**config.mk**
```make
export PLATFORM = sky130hd
export DESIGN_NAME = data_cache
export DESIGN_NICKNAME = d
export VERILOG_FILES = /design/src/rtl/data_cache_pkg.sv /design/src/rtl/data_cache_cache_line_array.sv /design/src/rtl/data_cache.sv
export SDC_FILE = /design/constraint.sdc
export NUM_CORES = 1
export LEC_CHECK = 0
export BUFFER_PORTS_ARGS = -buffer_cell sky130_fd_sc_hd__buf_2
export CAP_MARGIN = 25
export CORE_MARGIN = 2
export CORE_UTILIZATION = 35
export CTS_CLUSTER_SIZE = 16
export DETAILED_ROUTE_END_ITERATION = 7
export HOLD_SLACK_MARGIN = 0.05
export SLEW_MARGIN = 30
export SYNTH_ARGS = -nofsm -noshare
export SYNTH_HDL_FRONTEND = slang
export SYNTH_HIERARCHICAL = 1
export SYNTH_SLANG_ARGS = --single-unit
```
**constraint.sdc**
```tcl
create_clock -name clk -period 4.6 [get_ports clk]
set_clock_uncertainty 0.05 [all_clocks]
set_input_delay 0.46 -clock clk [delete_from_list [all_inputs] [get_ports clk]]
set_output_delay 0.46 -clock clk [all_outputs]
set_load 0.02 [all_outputs]
```
**src/rtl/data_cache_pkg.sv**
```systemverilog
// Shared types for the data cache: access sizes, controller states and the
// byte-enable decode used for partial stores.
package data_cache_pkg;

   typedef enum logic [1:0] {
      SIZE_BYTE = 2'b00,
      SIZE_HALF = 2'b01,
      SIZE_WORD = 2'b10
   } size_e;

   typedef enum logic [0:0] {
      IDLE = 1'b0,
      FILL = 1'b1
   } state_e;

   // Lane mask for a store; the reserved size code behaves as a full word.
   function automatic logic [3:0] byte_enable(input logic [1:0] size, input logic [1:0] offset);
      logic [3:0] be;
      case (size)
         SIZE_BYTE: be = 4'b0001 << offset;
         SIZE_HALF: be = 4'b0011 << offset;
         default:   be = 4'b1111;
      endcase
      return be;
   endfunction

endpackage

```
**src/rtl/data_cache_cache_line_array.sv**
```systemverilog
// Direct-mapped line storage: resettable valid bits plus unreset tag/data
// arrays with a full-line fill port and a byte-enable store port.
module cache_line_array #(
   parameter int ADDRESS_LENGTH = 32,
   parameter int SET_BITS       = 3,
   parameter int TAG_BITS       = ADDRESS_LENGTH - SET_BITS - 2
) (
   input  logic                      clk,
   input  logic                      rst_n,
   input  logic [SET_BITS-1:0]       index,
   input  logic [TAG_BITS-1:0]       tag,
   input  logic                      inv_all,
   input  logic                      fill_en,
   input  logic [ADDRESS_LENGTH-1:0] fill_data,
   input  logic                      store_en,
   input  logic [3:0]                store_be,
   input  logic [ADDRESS_LENGTH-1:0] store_data,
   output logic                      hit,
   output logic [ADDRESS_LENGTH-1:0] line_data
);
   localparam int LINES = 1 << SET_BITS;

   logic [LINES-1:0]          valid_r;
   logic [TAG_BITS-1:0]       tag_r  [LINES];
   logic [ADDRESS_LENGTH-1:0] data_r [LINES];

   assign hit       = valid_r[index] && (tag_r[index] == tag);
   assign line_data = data_r[index];

   // Valid bits; invalidate-all wins over a fill landing in the same cycle.
   always_ff @(posedge clk or negedge rst_n) begin
      if (!rst_n) begin
         valid_r <= '0;
      end else if (inv_all) begin
         valid_r <= '0;
      end else if (fill_en) begin
         valid_r[index] <= 1'b1;
      end else begin
         valid_r <= valid_r;
      end
   end

   // Tag and data payload; contents are meaningless until the valid bit is set.
   always_ff @(posedge clk) begin
      if (fill_en) begin
         tag_r[index]  <= tag;
         data_r[index] <= fill_data;
      end else if (store_en) begin
         for (int i = 0; i < 4; i++) begin
            if (store_be[i]) begin
               data_r[index][8*i +: 8] <= store_data[8*i +: 8];
            end
         end
      end
   end

endmodule

```
**src/rtl/data_cache.sv**
```systemverilog
// Direct-mapped, write-through, no-write-allocate data cache with a two-state
// fill controller, memory store strobe decode and load hit/miss statistics.
module data_cache
   import data_cache_pkg::*;
#(
   parameter int ADDRESS_LENGTH = 32,
   parameter int SET_BITS       = 3
) (
   input  logic                      clk,
   input  logic                      rst_n,
   input  logic                      cpu_re,
   input  logic                      cpu_we,
   input  logic [1:0]                cpu_size,
   input  logic [ADDRESS_LENGTH-1:0] cpu_a,
   input  logic [ADDRESS_LENGTH-1:0] cpu_wd,
   output logic [ADDRESS_LENGTH-1:0] cpu_rd,
   output logic                      stall,
   input  logic                      flush,
   output logic [ADDRESS_LENGTH-1:0] mem_a,
   output logic [ADDRESS_LENGTH-1:0] mem_wd,
   output logic                      mem_sw,
   output logic                      mem_sh,
   output logic                      mem_sb,
   input  logic [ADDRESS_LENGTH-1:0] mem_rd,
   output logic [31:0]               hit_cnt,
   output logic [31:0]               miss_cnt
);
   localparam int TAG_BITS = ADDRESS_LENGTH - SET_BITS - 2;

   state_e                    state_r;
   logic [31:0]               hit_cnt_r;
   logic [31:0]               miss_cnt_r;
   logic                      hit_s;
   logic [ADDRESS_LENGTH-1:0] line_data_s;
   logic                      fill_en_s;
   logic                      store_en_s;
   logic                      load_s;
   logic [3:0]                store_be_s;
   logic [ADDRESS_LENGTH-1:0] store_data_s;

   // A simultaneous load and store request is a store.
   assign load_s       = cpu_re && !cpu_we;
   assign store_be_s   = byte_enable(cpu_size, cpu_a[1:0]);
   assign store_data_s = cpu_wd << {cpu_a[1:0], 3'b000};
   assign mem_wd       = cpu_wd;
   assign hit_cnt      = hit_cnt_r;
   assign miss_cnt     = miss_cnt_r;

   cache_line_array #(
      .ADDRESS_LENGTH (ADDRESS_LENGTH),
      .SET_BITS       (SET_BITS),
      .TAG_BITS       (TAG_BITS)
   ) u_lines (
      .clk        (clk),
      .rst_n      (rst_n),
      .index      (cpu_a[SET_BITS+1:2]),
      .tag        (cpu_a[ADDRESS_LENGTH-1:SET_BITS+2]),
      .inv_all    (flush),
      .fill_en    (fill_en_s),
      .fill_data  (mem_rd),
      .store_en   (store_en_s),
      .store_be   (store_be_s),
      .store_data (store_data_s),
      .hit        (hit_s),
      .line_data  (line_data_s)
   );

   // CPU/memory side decode; reset masks everything so outputs drop at once.
   always_comb begin
      stall      = 1'b0;
      cpu_rd     = '0;
      mem_a      = cpu_a;
      mem_sw     = 1'b0;
      mem_sh     = 1'b0;
      mem_sb     = 1'b0;
      fill_en_s  = 1'b0;
      store_en_s = 1'b0;
      if (!rst_n) begin
         stall = 1'b0;
      end else if (state_r == FILL) begin
         stall     = 1'b1;
         mem_a     = {cpu_a[ADDRESS_LENGTH-1:2], 2'b00};
         fill_en_s = 1'b1;
      end else if (cpu_we) begin
         case (cpu_size)
            SIZE_BYTE: mem_sb = 1'b1;
            SIZE_HALF: mem_sh = 1'b1;
            default:   mem_sw = 1'b1;
         endcase
         store_en_s = hit_s;
      end else if (cpu_re) begin
         if (hit_s) begin
            cpu_rd = line_data_s;
         end else begin
            stall = 1'b1;
         end
      end else begin
         cpu_rd = '0;
      end
   end

   // Fill controller and load statistics; a fill always lasts exactly one cycle.
   always_ff @(posedge clk or negedge rst_n) begin
      if (!rst_n) begin
         state_r    <= IDLE;
         hit_cnt_r  <= 32'd0;
         miss_cnt_r <= 32'd0;
      end else begin
         case (state_r)
            IDLE: begin
               if (load_s && !hit_s) begin
                  state_r    <= FILL;
                  miss_cnt_r <= miss_cnt_r + 32'd1;
               end else if (load_s) begin
                  state_r   <= IDLE;
                  hit_cnt_r <= hit_cnt_r + 32'd1;
               end else begin
                  state_r <= IDLE;
               end
            end
            FILL:    state_r <= IDLE;
            default: state_r <= IDLE;
         endcase
      end
   end

endmodule

```
==> flow_summary.json, run 1 <==
{
  "p_int_w": 0.00821,
  "syn_area_per_cell_um2": 15.3,
  "combPwrFrac_pct": 7.1,
  "rsz0062_at_grt": "false",
  "max_stage_delay_ps": 470,
  "dp_slack_ps": -554,
  "overflow": 0,
  "antenna_left": 0,
  "grt_pass1_wl_um": 87200,
  "multi_input_area_um2": 6220,
  "post-route-period-util_pct": 96.2,
  "nFillCells": 5925,
  "cp-start-kind": "flip-flop",
  "clkSlewWorstSetupHoldPaths_ps": 60,
  "syn_area_um2": 23000,
  "wl_per_cell_um": 22.0,
  "cts_tree": "built",
  "async_reset_ff_share_pct": 13.4,
  "ys_ff_latch": 545,
  "remaining_drc_errors": 0,
  "relSlewSlack_pct": 42.9,
  "area_growth_pct": 18.1,
  "tns_ps": 0,
  "coreArea_um2": 65500,
  "drive_gt1_share_pct": 28.6,
  "drv_cap": 0,
  "hp-class": "input port to flip-flop",
  "place.gp.congestion": 0.829,
  "dr.pass1.iters": 5,
  "pwr-share-seq_pct": 51.3,
  "finalCriticalPeriod_ps": 4420,
  "routed_wl_um": 59300,
  "synth_top_family_by_area": "multiplexers",
  "initialDrtViolationCount": 1139,
  "ys_types": 62,
  "switching_share_pct": 22.8,
  "ys_seq_area_share_pct": 69.4,
  "synthTopCellsByArea": "edfxtp_1 (62%), dfrtp_1 (7.9%), mux2i_1 (3.8%), a22oi_1 (2.8%), mux4_2 (2.5%)",
  "slew_violations": 0,
  "cts-htree-levels": 2,
  "min_path_cells": 1,
  "synthTopCellsByCount": "edfxtp_1 (472), nor2_1 (93), mux2i_1 (88)",
  "finalSetupViolations": 0,
  "synth_ff_type": "edfxtp_1",
  "clkSinkCount": 545,
  "path_common_cell": "buf_4",
  "outcome": "completed",
  "instances_no_fill": 2690,
  "muxShareOfSynthArea_pct": 8.46,
  "worst_slew_pin_slew_ps": 855,
  "required_ps": 4090,
  "std_cell_rows": 94,
  "die_h_um": 261,
  "synth_cells": 1502,
  "hpwlAfterDp_um": 38600,
  "path_max_fanout": 27,
  "synth_edf_count": 472,
  "die_x_um": 261,
  "root_buffer": "clkbuf_16",
  "dieArea_um2": 67900,
  "seqCellArea_um2": 16000,
  "antenna_found_initial": 3,
  "first_global_vias": 13867,
  "synth_xor_area_share_pct": 3.38,
  "grt_max_degree": 66,
  "num_io_pins": 267,
  "yosysMostFrequentCell": "edfxtp_1",
  "finalInstanceArea_um2": 27200,
  "cts-buffers-inserted": 57,
  "powerDensity_nw_per_um2": 391,
  "setup_slack_ps": 176,
  "clkLatencyLatePin_ps": 640,
  "synth_top_area_cell": "edfxtp_1",
  "p_total_w": 0.0106,
  "place_area_um2": 25300,
  "synth_fa_ha_area_share_pct": 0.109,
  "cp.arrival_ps": 3910,
  "nets": 1884,
  "slowest_stage": "mux4_2",
  "synth-compound-area-share_pct": 6.59,
  "end_kind": "output port",
  "fmaxAchievable_mhz": 226,
  "finalHoldViolations": 0,
  "portBuffers": 266,
  "synth_top_area_share_pct": 61.5,
  "viasPerCell": 5.19,
  "switching_power_w": 0.00242,
  "yosys.area_share.simple_pct": 8.25,
  "yosys_warnings": 6,
  "dpl.cell_count": 2580,
  "vias": 13961,
  "synth_nets": 1607,
  "initial_core_util_pct": 35.2,
  "clk_path_buf_depth": 3,
  "track_usage_pct": 17.1,
  "rr_worst_depth": 13,
  "ir_drop_mv": 0.320,
  "power_frac_clock_pct": 41.6,
  "cp_cell_sequence": "mux4_2 > o21ai_0 > xnor2_1 > nor4_2 > buf_4 > nand4_1 > nor4_4 > buf_4 > nor4bb_4 > buf_12 > and3_1 > buf_2",
  "path_class": "flip-flop to output port",
  "p_leak_nw": 10.2
}
==> power by group through the flow <==
stage	Sequential [W]	Clock [W]	Combinational, W
floorplan	0.00558	0	0.000433
finish	0.00546	0.00442	0.000753
detailed placement	0.00556	0	0.000752
CTS	0.00546	0.00453	0.000759
global placement	0.00556	0	0.000746
global route	0.00546	0.00471	0.000813
==> logic make-up after synthesis <==
| logic type | Yosys count |
|---|---|
| adder cells (fa/ha/maj) | 2 |
| flip-flops | 545 |
| multiplexers | 157 |
| XOR/XNOR | 89 |
| buffers and inverters | 144 |
| AND/OR/NAND/NOR | 352 |
| AO/OA/AOI/OAI | 213 |
==> path summary, 6_finish.rpt <==
kind / startpoint / endpoint / slack, ps
setup / recovery: u_lines/tag_r[4][21]$_DFFE_PP_ / cpu_rd[13] / 180
hold reg to reg: miss_cnt[31]$_DFFE_PN0P_ / miss_cnt[31]$_DFFE_PN0P_ / 410
setup reg to reg: u_lines/tag_r[4][21]$_DFFE_PP_ / u_lines/data_r[6][30]$_DFFE_PP_ / 570
hold / removal: cpu_a[26] / u_lines/tag_r[3][21]$_DFFE_PP_ / 110
max in group asynchronous: rst_n / hit_cnt[6]$_DFFE_PN0P_ / 3100
min in group asynchronous: rst_n / u_lines/valid_r[6]$_DFFE_PN0P_ / 370
==> cell type report <==
cell class,instances,area share (%)
Sequential cell,545,58.8
Multi-Input combinational cell,813,22.9
Timing Repair Buffer,356,7.61
Clock buffer,75,5.64
Tap cell,864,3.97
Clock inverter,30,1.01
Inverter,6,0.0828
Antenna cell,1,0.00920
==> worst max-delay path: cells and delay by family (launching register included) <==
kind                      cells  cell delay (ps)
DFF                           1              360
buffers and inverters         4              740
xor gates and xnor gates      1              120
muxes                         1              470
and+or+nand+nor               5             1350
AOI/OAI and AO/OA             1              240
==> per-stage QoR <==
stage	utilization (%)	hold slack, ps
floorplan	-	114
global placement	38.7	402
detailed placement	38.7	408
CTS	41.5	80.5
global route	41.5	101
finish	41.5	109
==> routing by layer <==
layer / GRT usage (%) / up-vias / routed length, um
met4: 5.02 / 2 / 1400
met5: 0 / - / 13
li1: - / 6335 / -
met3: 3.21 / 80 / 3820
met2: 28.6 / 452 / 29100
met1: 22.7 / 7092 / 25000
==> layout by cell type (no fill, tap or decap), drive strengths merged, types with 23 or more instances in the layout <==
master / count
and3: 48
and2: 23
clkinv: 23
nor2: 93
clkbuf: 75
xor2: 33
buf: 354
nand2: 50
mux2i: 88
dfrtp: 73
mux4: 26
mux2: 43
xnor2: 56
o21ai: 34
a22oi: 87
nand3: 31
edfxtp: 472
nand4: 38
==> registers in the layout, indices dropped and copies added (netlist names) <==
register / cells
u_lines/data_r: 256
u_lines/tag_r: 216
state_r: 1
miss_cnt: 32
u_lines/valid_r: 8
hit_cnt: 32
==> what timing repair did <==
item                                    in CTS  in global routing
pin swaps                                    1                  1
hold endpoints to repair                    13                  0
buffers inserted                             2                  0
gates resized for setup                      2                  3
hold buffers                                 2                  0
endpoints found under the setup margin      33                 32
Power figures use the tool's default switching activity.
==> inputs of run 2 (changes only) <==
- CORE_MARGIN: 2 -> 4
==> run 2 against run 1 <==
  * Worst setup slack improved by 81 ps
  * Critical path depth rose by 2
  * Routed wire length rose by 5.3%
  * Sequential share of layout area fell by 0.097 points
  * Critical path type is now input port to output port
  * Global-route usage fell by 0.083 points
  * Die area rose by 3.1%
  * Clock-buffer cell count fell by 13
  * Utilization rose by 0.52 points
  * Largest cell class unchanged
==> flow_summary.json, run 2 (synthesized netlist as in run 1, its figures left out) <==
{
  "coreArea_um2": 64800,
  "largest_register_ffs": 256,
  "relSlewSlack_pct": 32.8,
  "top_register": "u_lines/data_r",
  "finalCriticalPeriod_ps": 4340,
  "initial_core_util_pct": 35.6,
  "die_h_um": 265,
  "holdWs_ps": 102,
  "hp-class": "input port to flip-flop",
  "mostFrequentLayoutCell": "edfxtp_1",
  "first_global_vias": 14050,
  "place.gp.congestion": 0.806,
  "finalSetupViolations": 0,
  "path_class": "input port to output port",
  "drv_cap": 0,
  "die_x_um": 265,
  "viasPerCell": 5.28,
  "cp-start-kind": "input port",
  "end_kind": "output port",
  "dieArea_um2": 70000,
  "track_usage_pct": 17.0,
  "post-route-period-util_pct": 94.4,
  "cp.arrival_ps": 3830,
  "fmaxAchievable_mhz": 230,
  "worst_slew_pin_slew_ps": 1000,
  "remaining_drc_errors": 0,
  "grt_pass1_wl_um": 91300,
  "wl_per_cell_um": 23.3,
  "initialDrtViolationCount": 1237,
  "reg_top3": "u_lines/data_r x256, u_lines/tag_r x216",
  "hpwlAfterDp_um": 39900,
  "routed_wl_um": 62400,
  "root_buffer": "clkbuf_16",
  "area_growth_pct": 18.3,
  "final_cell_mix": "edfxtp_1 (472), buf_2 (263), nor2_1 (91), mux2i_1 (88), a22oi_1 (87)",
  "slew_violations": 0,
  "vias": 14129,
  "nets": 1883,
  "std_cell_rows": 93,
  "overflow": 0,
  "p_leak_nw": 10.2,
  "powerDensity_nw_per_um2": 392,
  "rsz0062_at_grt": "false",
  "num_io_pins": 267,
  "ir_drop_mv": 0.346,
  "clkLatencyLatePin_ps": 640,
  "grt_max_degree": 65,
  "instances_no_fill": 2677,
  "dpl.cell_count": 2568,
  "antenna_left": 0,
  "antenna_found_initial": 3,
  "drive_gt1_share_pct": 29.1,
  "cts-htree-levels": 2,
  "finalHoldViolations": 0,
  "cts-buffers-inserted": 58,
  "portBuffers": 266,
  "clkSlewWorstSetupHoldPaths_ps": 60,
  "cts_tree": "built",
  "outcome": "completed",
  "clkSinkCount": 545,
  "required_ps": 4090,
  "clk_path_buf_depth": 3,
  "path_max_fanout": 64,
  "dr.pass1.iters": 6
}
## run 2: cell type report
cell class                 count  area [um2]
timing repair buffer         354        2080
clock inverter                41         372
antenna                        1        2.50
multi-input combinational    813        6240
tap                          855        1070
clock buffer                  62        1470
sequential                   545       16000
inverter                       6        22.5
fill                        5868       37600
## run 2: worst paths after layout
kind,from,endpoint,slack [ps],depth (start not counted)
worst max-delay path,cpu_a[3],cpu_rd[9],260,14
worst min-delay path,cpu_a[6],u_lines/tag_r[5][1]$_DFFE_PP_,100,1
worst max register to register,u_lines/tag_r[4][21]$_DFFE_PP_,u_lines/data_r[6][25]$_DFFE_PP_,760,11
worst min register to register,hit_cnt[31]$_DFFE_PN0P_,hit_cnt[31]$_DFFE_PN0P_,420,1
max in group asynchronous,rst_n,hit_cnt[0]$_DFFE_PN0P_,2770,4
min in group asynchronous,rst_n,u_lines/valid_r[7]$_DFFE_PN0P_,250,2
## run 2: where the power goes
group	internal, W	switching (W)
sequential	0.00542	0.0000350
combinational	0.000264	0.000496
clock	0.00249	0.00198
total	0.00818	0.00251
## run 2: metrics by stage
stage / TNS, ps / total power, W / utilization [%] / setup WS, ps / cell area (um2)
after floorplan: 0 / 0.00602 / - / 751 / 23000
after global placement: -8600 / 0.00631 / 39.1 / -70.2 / 25300
after detailed placement: -1960 / 0.00632 / 39.1 / -60.9 / 25300
after CTS: 0 / 0.0108 / 41.9 / 3.98 / 27200
after global routing: 0 / 0.0111 / 42.0 / 41.4 / 27300
final: 0 / 0.0107 / 42.1 / 256 / 27300
## run 2: repair_timing
item / 4_1_cts / 5_1_grt
pin swaps: 0 / 1
cloned: 0 / 1
setup buffers: 0 / 2
endpoints found under the hold margin: 16 / 0
setup endpoints to repair: 3 / 4
resized for setup: 2 / 5
hold buffers: 2 / 0
## run 2: worst max-delay path: stages
cell and delay (ps):
buf_2 270, buf_12 360, nor2_1 110, and2_0 210, a222oi_1 380, xor2_1 190, nand4_1 200, nor4_4 370
buf_4 230, nor4bb_4 230, buf_4 170, buf_12 160, and3_2 270, buf_2 190
## run 2: metal layers
layer | GRT usage (%) | vias up | routed length [um]
met3 | 3.36 | 87 | 4100
met4 | 4.23 | 0 | 1340
met5 | 0 | - | 0
met2 | 28.1 | 463 | 30100
li1 | - | 6334 | -
met1 | 23.3 | 7245 | 26900
==> inputs of run 3 (changes only) <==
- CORE_UTILIZATION: 35 -> 58
- CTS_CLUSTER_SIZE: 16 -> not set
- PLACE_DENSITY: not set -> 0.79
==> run 3 against run 2 <==
  * First-iteration DRC count rose by 27%
  * Design area fell by 1.9%
  * Critical endpoint is now cpu_rd[28]
  * Die area fell by 39%
  * Critical path type unchanged
  * Largest power group unchanged
  * Global-route usage rose by 8.9 points
  * Cell count fell by 13%
==> flow_summary.json, run 3 (synthesized netlist as in run 1, its figures left out) <==
{
  "place.gp.congestion": 0.870,
  "remaining_drc_errors": 0,
  "ir_drop_mv": 0.291,
  "clkLatencyLatePin_ps": 590,
  "holdPathEnd": "u_lines/valid_r[2]$_DFFE_PN0P_",
  "die_x_um": 207,
  "path_max_fanout": 37,
  "r2r-end": "u_lines/data_r[7][5]$_DFFE_PP_",
  "slew_violations": 0,
  "finalInstanceArea_um2": 26700,
  "wl_met1_um": 22400,
  "pwr-share-seq_pct": 51.5,
  "die_h_um": 207,
  "portBuffers": 266,
  "finalHoldViolations": 0,
  "clkSlewWorstSetupHoldPaths_ps": 70,
  "initial_core_util_pct": 59.1,
  "p_int_w": 0.00829,
  "rr_worst_depth": 10,
  "cts-buffers-inserted": 54,
  "std_cell_rows": 72,
  "num_io_pins": 267,
  "antenna_left": 0,
  "switching_power_w": 0.00232,
  "final_cell_mix": "edfxtp_1 (472), buf_2 (264), nor2_1 (91), mux2i_1 (88), a22oi_1 (87)",
  "dr.pass1.iters": 6,
  "hp-class": "input port to flip-flop",
  "antenna_found_initial": 4,
  "reg_top3": "u_lines/data_r x256, u_lines/tag_r x216",
  "cp.arrival_ps": 3970,
  "routed_wl_um": 57600,
  "cp-start-kind": "input port",
  "r2r_slack_ps": 620,
  "p_total_w": 0.0106,
  "overflow": 0,
  "relSlewSlack_pct": 47.6,
  "hp-start": "flush",
  "p_leak_nw": 10.2,
  "post-route-period-util_pct": 97.3,
  "min_path_cells": 2,
  "vias": 14531,
  "wl_per_cell_um": 24.6,
  "first_global_vias": 14437,
  "finalSetupViolations": 0,
  "path_class": "input port to output port",
  "powerDensity_nw_per_um2": 397,
  "fmaxAchievable_mhz": 223,
  "viasPerCell": 6.22,
  "place_area_um2": 24900,
  "drv_cap": 0,
  "setup_slack_ps": 123,
  "switching_share_pct": 21.9,
  "instances_no_fill": 2336,
  "root_buffer": "clkbuf_16",
  "power_frac_clock_pct": 41.4,
  "track_usage_pct": 25.9,
  "finalCriticalPeriod_ps": 4480,
  "dieArea_um2": 43000,
  "worst_slew_pin_slew_ps": 784,
  "coreArea_um2": 39000,
  "grt_max_degree": 79,
  "top_layer": "met5",
  "cts-htree-levels": 2,
  "mostFrequentLayoutCell": "edfxtp_1",
  "startpoint": "cpu_a[2]",
  "initialDrtViolationCount": 1577,
  "combPwrFrac_pct": 7.1,
  "dpl.cell_count": 2230,
  "grt_pass1_wl_um": 87000,
  "end_kind": "output port",
  "clk_path_buf_depth": 3,
  "clkSinkCount": 545,
  "top_register": "u_lines/data_r",
  "nets": 1875,
  "required_ps": 4090,
  "met2_wirelength_um": 28000,
  "area_growth_pct": 16.0,
  "cts_tree": "built",
  "hpwlAfterDp_um": 36800,
  "drive_gt1_share_pct": 28.7,
  "outcome": "completed",
  "largest_register_ffs": 256,
  "dp_slack_ps": -28.3,
  "routed-wl-met3_um": 5300,
  "r2r_start": "u_lines/tag_r[5][6]$_DFFE_PP_"
}
==> run 3: what timing repair did <==
| action | 4_1_cts | 5_1_grt |
|---|---|---|
| endpoints found under the hold margin | 12 | 0 |
| resized for setup | 0 | 6 |
| setup buffers | 0 | 1 |
| setup endpoints to repair | 0 | 32 |
| hold buffers | 1 | 0 |
==> run 3: worst max-delay path by stage <==
stage / slack [ps] / endpoint / depth (start not counted)
after detailed placement: -30 / u_lines/data_r[3][23]$_DFFE_PP_ / 12
after floorplan: 750 / cpu_rd[22] / 14
after global routing: -20 / cpu_rd[28] / 10
after CTS: 60 / cpu_rd[28] / 10
final: 120 / cpu_rd[28] / 12
after global placement: 70 / u_lines/data_r[3][22]$_DFFE_PP_ / 12
==> run 3: layer usage <==
layer | track usage, % | vias to the layer above
met2 | 41.8 | 778
met3 | 5.18 | 132
li1 | - | 6312
met5 | 0 | -
met4 | 8.57 | 4
met1 | 36.1 | 7305
==> run 3: power by group through the flow <==
stage	sequential, W	clock, W	combinational (W)
floorplan	0.00558	0	0.000433
global placement	0.00556	0	0.000724
detailed placement	0.00556	0	0.000738
CTS	0.00546	0.00445	0.000746
global route	0.00546	0.00468	0.000808
finish	0.00546	0.00440	0.000753
==> run 3: cell type report <==
type | count | area (um2)
antenna | 3 | 7.51
clock buffer | 77 | 1570
clock inverter | 24 | 226
fill | 2584 | 12300
inverter | 6 | 22.5
multi-input combinational | 813 | 6230
sequential | 545 | 16000
tap | 518 | 648
timing repair buffer | 350 | 2030
==> run 3: critical path: stages <==
cell and delay [ps]:
buf_8 280, buf_4 270, mux4_2 510, o21ai_0 200, xnor2_1 110, nor4_1 310, nand4_1 240, nor4_4 470
nor4bb_4 410, buf_12 220, and3_1 210, buf_2 180
==> run 3: per-stage QoR <==
stage               utilization, %  hold WS, ps  setup TNS, ps
floorplan                        -          114              0
global placement              63.8          349              0
detailed placement            63.8          362          -1590
CTS                           68.4         83.5              0
global route                  68.6         93.1          -28.6
finish                        68.6          112              0
